<file path="config.mk">
export PLATFORM = sky130hd
export DESIGN_NAME = kmem_stream_ctrl_flat
export DESIGN_NICKNAME = d
export VERILOG_FILES = /design/src/rtl/kmem_stream_ctrl_pkg.sv /design/src/rtl/kmem_stream_ctrl_if.sv /design/src/rtl/kmem_stream_ctrl.sv /design/src/flat_wrapper.sv
export SDC_FILE = /design/constraint.sdc
export NUM_CORES = 1
export LEC_CHECK = 0
export BUFFER_PORTS_ARGS = -buffer_cell sky130_fd_sc_hd__buf_2
export CAP_MARGIN = 20
export CORE_MARGIN = 1.5
export CORE_UTILIZATION = 48
export CTS_BUF_LIST = sky130_fd_sc_hd__clkbuf_2 sky130_fd_sc_hd__clkbuf_4 sky130_fd_sc_hd__clkbuf_8
export CTS_CLUSTER_SIZE = 8
export DETAILED_ROUTE_END_ITERATION = 12
export GPL_ROUTABILITY_DRIVEN = 0
export GPL_TIMING_DRIVEN = 1
export PLACE_DENSITY = 0.88
export RECOVER_POWER = 25
export SYNTH_ARGS = -nofsm -noshare
export SYNTH_HDL_FRONTEND = slang
export SYNTH_SLANG_ARGS = --single-unit
export TNS_END_PERCENT = 100
</file>
<file path="constraint.sdc">
create_clock -name clk -period 4.3 [get_ports clk]
set_input_delay 0.43 -clock clk [delete_from_list [all_inputs] [get_ports clk]]
set_output_delay 0.43 -clock clk [all_outputs]
set_load 0.02 [all_outputs]
</file>
<file path="src/rtl/kmem_stream_ctrl_pkg.sv">
// Shared constants, pixel bundle type and FSM state encoding for the kernel
// memory stream controller.
package kmem_stream_ctrl_pkg;

  localparam int ADDR_W = 5;
  localparam int PIX_W  = 8;
  localparam int NPIX   = 4;
  localparam int DATA_W = NPIX * PIX_W;
  localparam int DEPTH  = 32;
  localparam int CNT_W  = ADDR_W + 1;

  localparam logic [CNT_W-1:0] DEPTH_C  = CNT_W'(DEPTH);
  localparam logic [CNT_W-1:0] CNT_ZERO = {CNT_W{1'b0}};
  localparam logic [CNT_W-1:0] CNT_ONE  = {{(CNT_W-1){1'b0}}, 1'b1};

  typedef logic [NPIX-1:0][PIX_W-1:0] pix4_t;

  typedef enum logic [2:0] {
    IDLE     = 3'd0,
    WRITE    = 3'd1,
    RD_REQ   = 3'd2,
    RD_CAP   = 3'd3,
    OUT_HOLD = 3'd4
  } kst_e;

  // Byte k of a stored word is pixel k.
  function automatic pix4_t word_to_pix(input logic [DATA_W-1:0] w);
    pix4_t p;
    for (int k = 0; k < NPIX; k++) begin
      p[k] = w[k*PIX_W +: PIX_W];
    end
    return p;
  endfunction

endpackage

</file>
<file path="src/rtl/kmem_stream_ctrl_if.sv">
// Control, stream and SRAM signals of the kernel memory stream controller.
// The controller takes the slave view; the environment drives the master view.
interface kmem_stream_ctrl_if;
  import kmem_stream_ctrl_pkg::*;

  logic              learn;
  logic              classify;
  logic              in_valid;
  logic              in_ready;
  logic [DATA_W-1:0] in_data;
  logic              out_valid;
  logic              out_ready;
  pix4_t             out_pixels;
  logic [CNT_W-1:0]  word_count;
  logic              busy;
  logic              done;
  logic [ADDR_W-1:0] KMEM_ADD;
  logic              KMEM_CSB;
  logic              KMEM_WEB;
  logic              KMEM_OEB;
  logic [DATA_W-1:0] KMEM_DATA_O;
  logic [DATA_W-1:0] KMEM_DATA_I;

  modport slave (
    input  learn, classify, in_valid, in_data, out_ready, KMEM_DATA_I,
    output in_ready, out_valid, out_pixels, word_count, busy, done,
           KMEM_ADD, KMEM_CSB, KMEM_WEB, KMEM_OEB, KMEM_DATA_O
  );

  modport master (
    output learn, classify, in_valid, in_data, out_ready, KMEM_DATA_I,
    input  in_ready, out_valid, out_pixels, word_count, busy, done,
           KMEM_ADD, KMEM_CSB, KMEM_WEB, KMEM_OEB, KMEM_DATA_O
  );

endinterface

</file>
<file path="src/rtl/kmem_stream_ctrl.sv">
// Streams learn-mode words into the external kernel SRAM and replays them as
// 4-pixel beats in classify mode; SRAM strobes are active-low.
module kmem_stream_ctrl
  import kmem_stream_ctrl_pkg::*;
(
  input  logic               clk,
  input  logic               rst_n,
  kmem_stream_ctrl_if.slave  bus
);

  kst_e             state_q, state_d;
  logic [CNT_W-1:0] wc_q, wc_d;
  logic [CNT_W-1:0] rd_ptr_q, rd_ptr_d;
  logic             out_valid_q, out_valid_d;
  pix4_t            pix_q, pix_d;
  logic             done_q, done_d;

  logic              in_ready_s;
  logic              wr_hs_s;
  logic              rd_stb_s;
  logic              csb_s;
  logic              web_s;
  logic              oeb_s;
  logic [ADDR_W-1:0] add_s;
  logic [DATA_W-1:0] data_o_s;

  // Next-state, counters and handshake decode.
  always_comb begin
    state_d     = state_q;
    wc_d        = wc_q;
    rd_ptr_d    = rd_ptr_q;
    out_valid_d = out_valid_q;
    pix_d       = pix_q;
    done_d      = 1'b0;
    in_ready_s  = 1'b0;
    wr_hs_s     = 1'b0;
    rd_stb_s    = 1'b0;

    case (state_q)
      IDLE: begin
        if (bus.learn) begin
          state_d = WRITE;
          wc_d    = CNT_ZERO;
        end else if (bus.classify) begin
          state_d  = RD_REQ;
          rd_ptr_d = CNT_ZERO;
        end else begin
          state_d = IDLE;
        end
      end

      WRITE: begin
        // Gating on learn keeps the cycle in which learn drops free of writes.
        in_ready_s = bus.learn && (wc_q < DEPTH_C);
        wr_hs_s    = in_ready_s && bus.in_valid;
        if (wr_hs_s) begin
          wc_d = wc_q + CNT_ONE;
        end else begin
          wc_d = wc_q;
        end
        if (!bus.learn || (wc_q == DEPTH_C)) begin
          state_d = IDLE;
          done_d  = 1'b1;
        end else begin
          state_d = WRITE;
        end
      end

      RD_REQ: begin
        if (rd_ptr_q == wc_q) begin
          state_d = IDLE;
          done_d  = 1'b1;
        end else begin
          rd_stb_s = 1'b1;
          state_d  = RD_CAP;
        end
      end

      RD_CAP: begin
        pix_d       = word_to_pix(bus.KMEM_DATA_I);
        out_valid_d = 1'b1;
        state_d     = OUT_HOLD;
      end

      OUT_HOLD: begin
        if (bus.out_ready) begin
          out_valid_d = 1'b0;
          rd_ptr_d    = rd_ptr_q + CNT_ONE;
          state_d     = RD_REQ;
        end else begin
          state_d = OUT_HOLD;
        end
      end

      default: begin
        state_d     = IDLE;
        out_valid_d = 1'b0;
      end
    endcase
  end

  // SRAM strobe, address and write-data decode.
  always_comb begin
    csb_s    = 1'b1;
    web_s    = 1'b1;
    oeb_s    = 1'b1;
    add_s    = {ADDR_W{1'b0}};
    data_o_s = {DATA_W{1'b0}};
    if (wr_hs_s) begin
      csb_s    = 1'b0;
      web_s    = 1'b0;
      add_s    = wc_q[ADDR_W-1:0];
      data_o_s = bus.in_data;
    end else if (rd_stb_s) begin
      csb_s = 1'b0;
      oeb_s = 1'b0;
      add_s = rd_ptr_q[ADDR_W-1:0];
    end else begin
      csb_s = 1'b1;
    end
  end

  // State and datapath registers.
  always_ff @(posedge clk or negedge rst_n) begin
    if (!rst_n) begin
      state_q     <= IDLE;
      wc_q        <= CNT_ZERO;
      rd_ptr_q    <= CNT_ZERO;
      out_valid_q <= 1'b0;
      pix_q       <= pix4_t'({DATA_W{1'b0}});
      done_q      <= 1'b0;
    end else begin
      state_q     <= state_d;
      wc_q        <= wc_d;
      rd_ptr_q    <= rd_ptr_d;
      out_valid_q <= out_valid_d;
      pix_q       <= pix_d;
      done_q      <= done_d;
    end
  end

  assign bus.in_ready    = in_ready_s;
  assign bus.out_valid   = out_valid_q;
  assign bus.out_pixels  = pix_q;
  assign bus.word_count  = wc_q;
  assign bus.busy        = (state_q != IDLE);
  assign bus.done        = done_q;
  assign bus.KMEM_ADD    = add_s;
  assign bus.KMEM_CSB    = csb_s;
  assign bus.KMEM_WEB    = web_s;
  assign bus.KMEM_OEB    = oeb_s;
  assign bus.KMEM_DATA_O = data_o_s;

endmodule
</file>
<file path="src/flat_wrapper.sv">
// flat-port wrapper written by rule: the top's interface ports become plain ports
module kmem_stream_ctrl_flat import kmem_stream_ctrl_pkg::*;
  (clk, rst_n, bus_learn, bus_classify, bus_in_valid, bus_in_data, bus_out_ready, bus_KMEM_DATA_I, bus_in_ready, bus_out_valid, bus_out_pixels, bus_word_count, bus_busy, bus_done, bus_KMEM_ADD, bus_KMEM_CSB, bus_KMEM_WEB, bus_KMEM_OEB, bus_KMEM_DATA_O);
  kmem_stream_ctrl_if bus_i ();
  input  logic clk;
  input  logic rst_n;
  input wire logic [$bits(bus_i.learn)-1:0] bus_learn;
  input wire logic [$bits(bus_i.classify)-1:0] bus_classify;
  input wire logic [$bits(bus_i.in_valid)-1:0] bus_in_valid;
  input wire logic [$bits(bus_i.in_data)-1:0] bus_in_data;
  input wire logic [$bits(bus_i.out_ready)-1:0] bus_out_ready;
  input wire logic [$bits(bus_i.KMEM_DATA_I)-1:0] bus_KMEM_DATA_I;
  output wire logic [$bits(bus_i.in_ready)-1:0] bus_in_ready;
  output wire logic [$bits(bus_i.out_valid)-1:0] bus_out_valid;
  output wire logic [$bits(bus_i.out_pixels)-1:0] bus_out_pixels;
  output wire logic [$bits(bus_i.word_count)-1:0] bus_word_count;
  output wire logic [$bits(bus_i.busy)-1:0] bus_busy;
  output wire logic [$bits(bus_i.done)-1:0] bus_done;
  output wire logic [$bits(bus_i.KMEM_ADD)-1:0] bus_KMEM_ADD;
  output wire logic [$bits(bus_i.KMEM_CSB)-1:0] bus_KMEM_CSB;
  output wire logic [$bits(bus_i.KMEM_WEB)-1:0] bus_KMEM_WEB;
  output wire logic [$bits(bus_i.KMEM_OEB)-1:0] bus_KMEM_OEB;
  output wire logic [$bits(bus_i.KMEM_DATA_O)-1:0] bus_KMEM_DATA_O;
  assign bus_i.learn = bus_learn;
  assign bus_i.classify = bus_classify;
  assign bus_i.in_valid = bus_in_valid;
  assign bus_i.in_data = bus_in_data;
  assign bus_i.out_ready = bus_out_ready;
  assign bus_i.KMEM_DATA_I = bus_KMEM_DATA_I;
  assign bus_in_ready = bus_i.in_ready;
  assign bus_out_valid = bus_i.out_valid;
  assign bus_out_pixels = bus_i.out_pixels;
  assign bus_word_count = bus_i.word_count;
  assign bus_busy = bus_i.busy;
  assign bus_done = bus_i.done;
  assign bus_KMEM_ADD = bus_i.KMEM_ADD;
  assign bus_KMEM_CSB = bus_i.KMEM_CSB;
  assign bus_KMEM_WEB = bus_i.KMEM_WEB;
  assign bus_KMEM_OEB = bus_i.KMEM_OEB;
  assign bus_KMEM_DATA_O = bus_i.KMEM_DATA_O;
  kmem_stream_ctrl u_core (.clk(clk), .rst_n(rst_n), .bus(bus_i));
endmodule
</file>
==> results_dict.tcl <==
set metrics [dict create \
    cts_setup_buffers 0 \
    drc_errors 0 \
    outcome "finished with violations" \
    grt_use_total_pct 20.4 \
    grt_overflow_total 0 \
    period_share_pct 66.8 \
    cts_max_level 2 \
    cts.repair.resized 0 \
    routedWlPerCell_um 13.8 \
    rr_startpoint "u_core.state_q[0]" \
    clockBufferDepth 2 \
    firstDrtPassIters 4 \
    fin_area_mm2 0.00334 \
    cts_tree "built" \
    slew_violations 34 \
    setup_slack_ns 1.43 \
    critPathArrivalTime_ns 2.44 \
    power_density_mw_per_mm2 610 \
    setup-violations-final 0 \
    numClockSinks 49 \
    synthToLayoutAreaGrowth_pct 36.2 \
    start_util_pct 51.0 \
    rsz0062_at_grt "false" \
    p_int_mw 1.24 \
    nFillCells 406 \
    nets 433 \
    critPathLaunch "u_core.state_q[0]" \
    grt_first_pass_wirelength_um 8600 \
    start_kind "flip-flop" \
    multi_input_area_mm2 0.00113 \
    via_per_inst 4.83 \
    syn-mean-instance-area_um2 11.6 \
    grt_max_degree 50 \
    wl_um 5900 \
    clk_latency_ns 0.29 \
    crit_required_ns 3.87 \
    synth_cell_type_count 36 \
    die_x_um 74.5 \
    p_sw_share_pct 39.3 \
    drt.antenna.violating_nets 0 \
    worst_setup_path_end_kind "output port" \
    pwr-share-comb_pct 45.8 \
    dpl-instance-area_mm2 0.00322 \
    slew_headroom_pct -12.1 \
    rows 25 \
    ys_seq_area_share_pct 49.9 \
    vias 2068 \
    cts_root_buf "clkbuf_8" \
    diodes 0 \
    ys_ff_latch 49 \
    violations "max-capacitance violations, max-slew violations" \
    dieArea_mm2 0.00555 \
    tightest_slew_ns 1.68 \
    finalHoldViolCount 0 \
    dp_hpwl_um 4550 \
    ctsHoldBuffers 0 \
    core_area_mm2 0.00482 \
    switchingPower_mw 0.801 \
    leakagePower_nw 1.82 \
    fin_hold_ws_ns 0.237 \
    antenna_found_initial 0 \
    syn-cell-area_mm2 0.00246 \
    fmax_ghz 0.348 \
    clk_pin_slew_ns 0.09 \
    ir_worst_vdd_mv 0.455 \
    layout_commonest_cell "buf_2" \
    skew_ns 0.00384 \
    drive_gt1_share_pct 56.5 \
    path_class "reg -> out" \
    synth_cells 212 \
    first_global_vias 1868 \
    drv_cap 1 \
    tns_ns 0 \
    cts_buffers 5 \
    drtIter0Drc 141 \
    final_cell_mix "150 x buf_2, 49 x dfrtp_1, 33 x and2_1" \
    p_seq_share_pct 37.6 \
    syn_nets 285 \
    portBuffers 151 \
    critPathMaxFanout 42 \
    ios 152 \
    yosys_warnings 0 \
    place_ws_ns 1.72 \
    clkPwrFrac_pct 16.6 \
    ff_latch_area_mm2 0.00123 \
    die_h_um 74.5 \
    hold_class "in -> async" \
    fin_crit_ns 2.87 \
]
## kinds of logic after synthesis
group,count (synthesis),synth area share (%)
compound gates,21,6.11
xor+xnor,11,3.92
fa+ha+maj,3,1.53
buf+inv,18,4.23
flops,49,49.9
mux,32,14.7
simple gates,78,19.6
## Yosys cell counts (all sizes together)
cell type / n / share of area, %
ha: 3 / 1.5
nand2: 12 / 1.8
clkbuf: 4 / 0.82
and2b: 1 / 0.31
or3: 2 / 0.71
xnor2: 1 / 0.36
a211o: 1 / 0.41
nor3b: 2 / 1.3
xor2: 10 / 3.6
nor3: 3 / 0.61
nor4: 1 / 0.87
and4bb: 1 / 0.66
or3b: 1 / 0.36
a31oi: 3 / 0.76
a21oi: 2 / 0.56
nand4: 2 / 0.51
o22ai: 1 / 0.25
and2: 33 / 8.4
mux2: 32 / 15
a22o: 6 / 2.4
nand3: 3 / 0.61
nor4b: 1 / 0.36
o31ai: 1 / 0.31
dfrtp: 49 / 50
nor2: 11 / 1.7
and3: 2 / 0.51
buf: 8 / 2.5
nand3b: 3 / 0.92
o21ai: 7 / 1.4
inv: 6 / 0.92
## final cells by class
cell class	count	share of cell area (%)
Clock buffer	7	2.69
Clock inverter	1	0.898
Sequential cell	49	36.7
Inverter	6	0.673
Multi-Input combinational cell	145	33.7
Timing Repair Buffer	153	22.9
Tap cell	67	2.51
## critical path, stage by stage (launching register included)
cell	delay, ns
dfrtp_1	0.49
nor3b_2	0.32
and3_1	0.89
inv_1	0.22
buf_2	0.23
## path summary, 6_finish.rpt
| check | to | slack (ns) | cells past startpoint |
|---|---|---|---|
| max | bus_KMEM_WEB | 1.43 | 4 |
| min | u_core.bus.out_pixels[12] | 0.24 | 1 |
| max reg2reg | u_core.bus.word_count[3] | 2.01 | 4 |
| min reg2reg | u_core.bus.out_pixels[13] | 0.50 | 1 |
| max in group asynchronous | u_core.bus.word_count[2] | 2.01 | 2 |
| min in group clk | u_core.bus.out_pixels[15] | 0.36 | 2 |
## routing by layer
metal,global-route usage [%],up-vias,part of all wire (%)
met5,0,-,0
met4,7.47,0,1.4
met3,4.74,10,6.0
met2,33.8,72,51
met1,26.2,974,42
li1,-,1012,-
## state kept, by name (all words and copies together) (netlist names)
name and cells:
u_core.bus.out_pixels 32, u_core.bus.word_count 6, u_core.rd_ptr_q 6, u_core.state_q 3, u_core.bus.done 1, u_core.bus.out_valid 1
## metrics by stage
step,utilization [%],cells,total power [mW]
detailed placement,66.9,419,1.72
CTS,69.4,427,2.06
global route,69.4,428,2.16
global placement,66.9,419,1.68
finish,69.4,428,2.04
floorplan,-,212,1.41
## power by group through the flow
stage,Combinational [mW],Sequential (mW),Clock [mW]
after floorplan,0.454,0.957,0
after global placement,0.922,0.759,0
after detailed placement,0.944,0.777,0
after CTS,0.946,0.767,0.349
after global routing,1.00,0.794,0.363
final,0.935,0.766,0.338
Note: power is estimated with default switching activity, not from simulation.
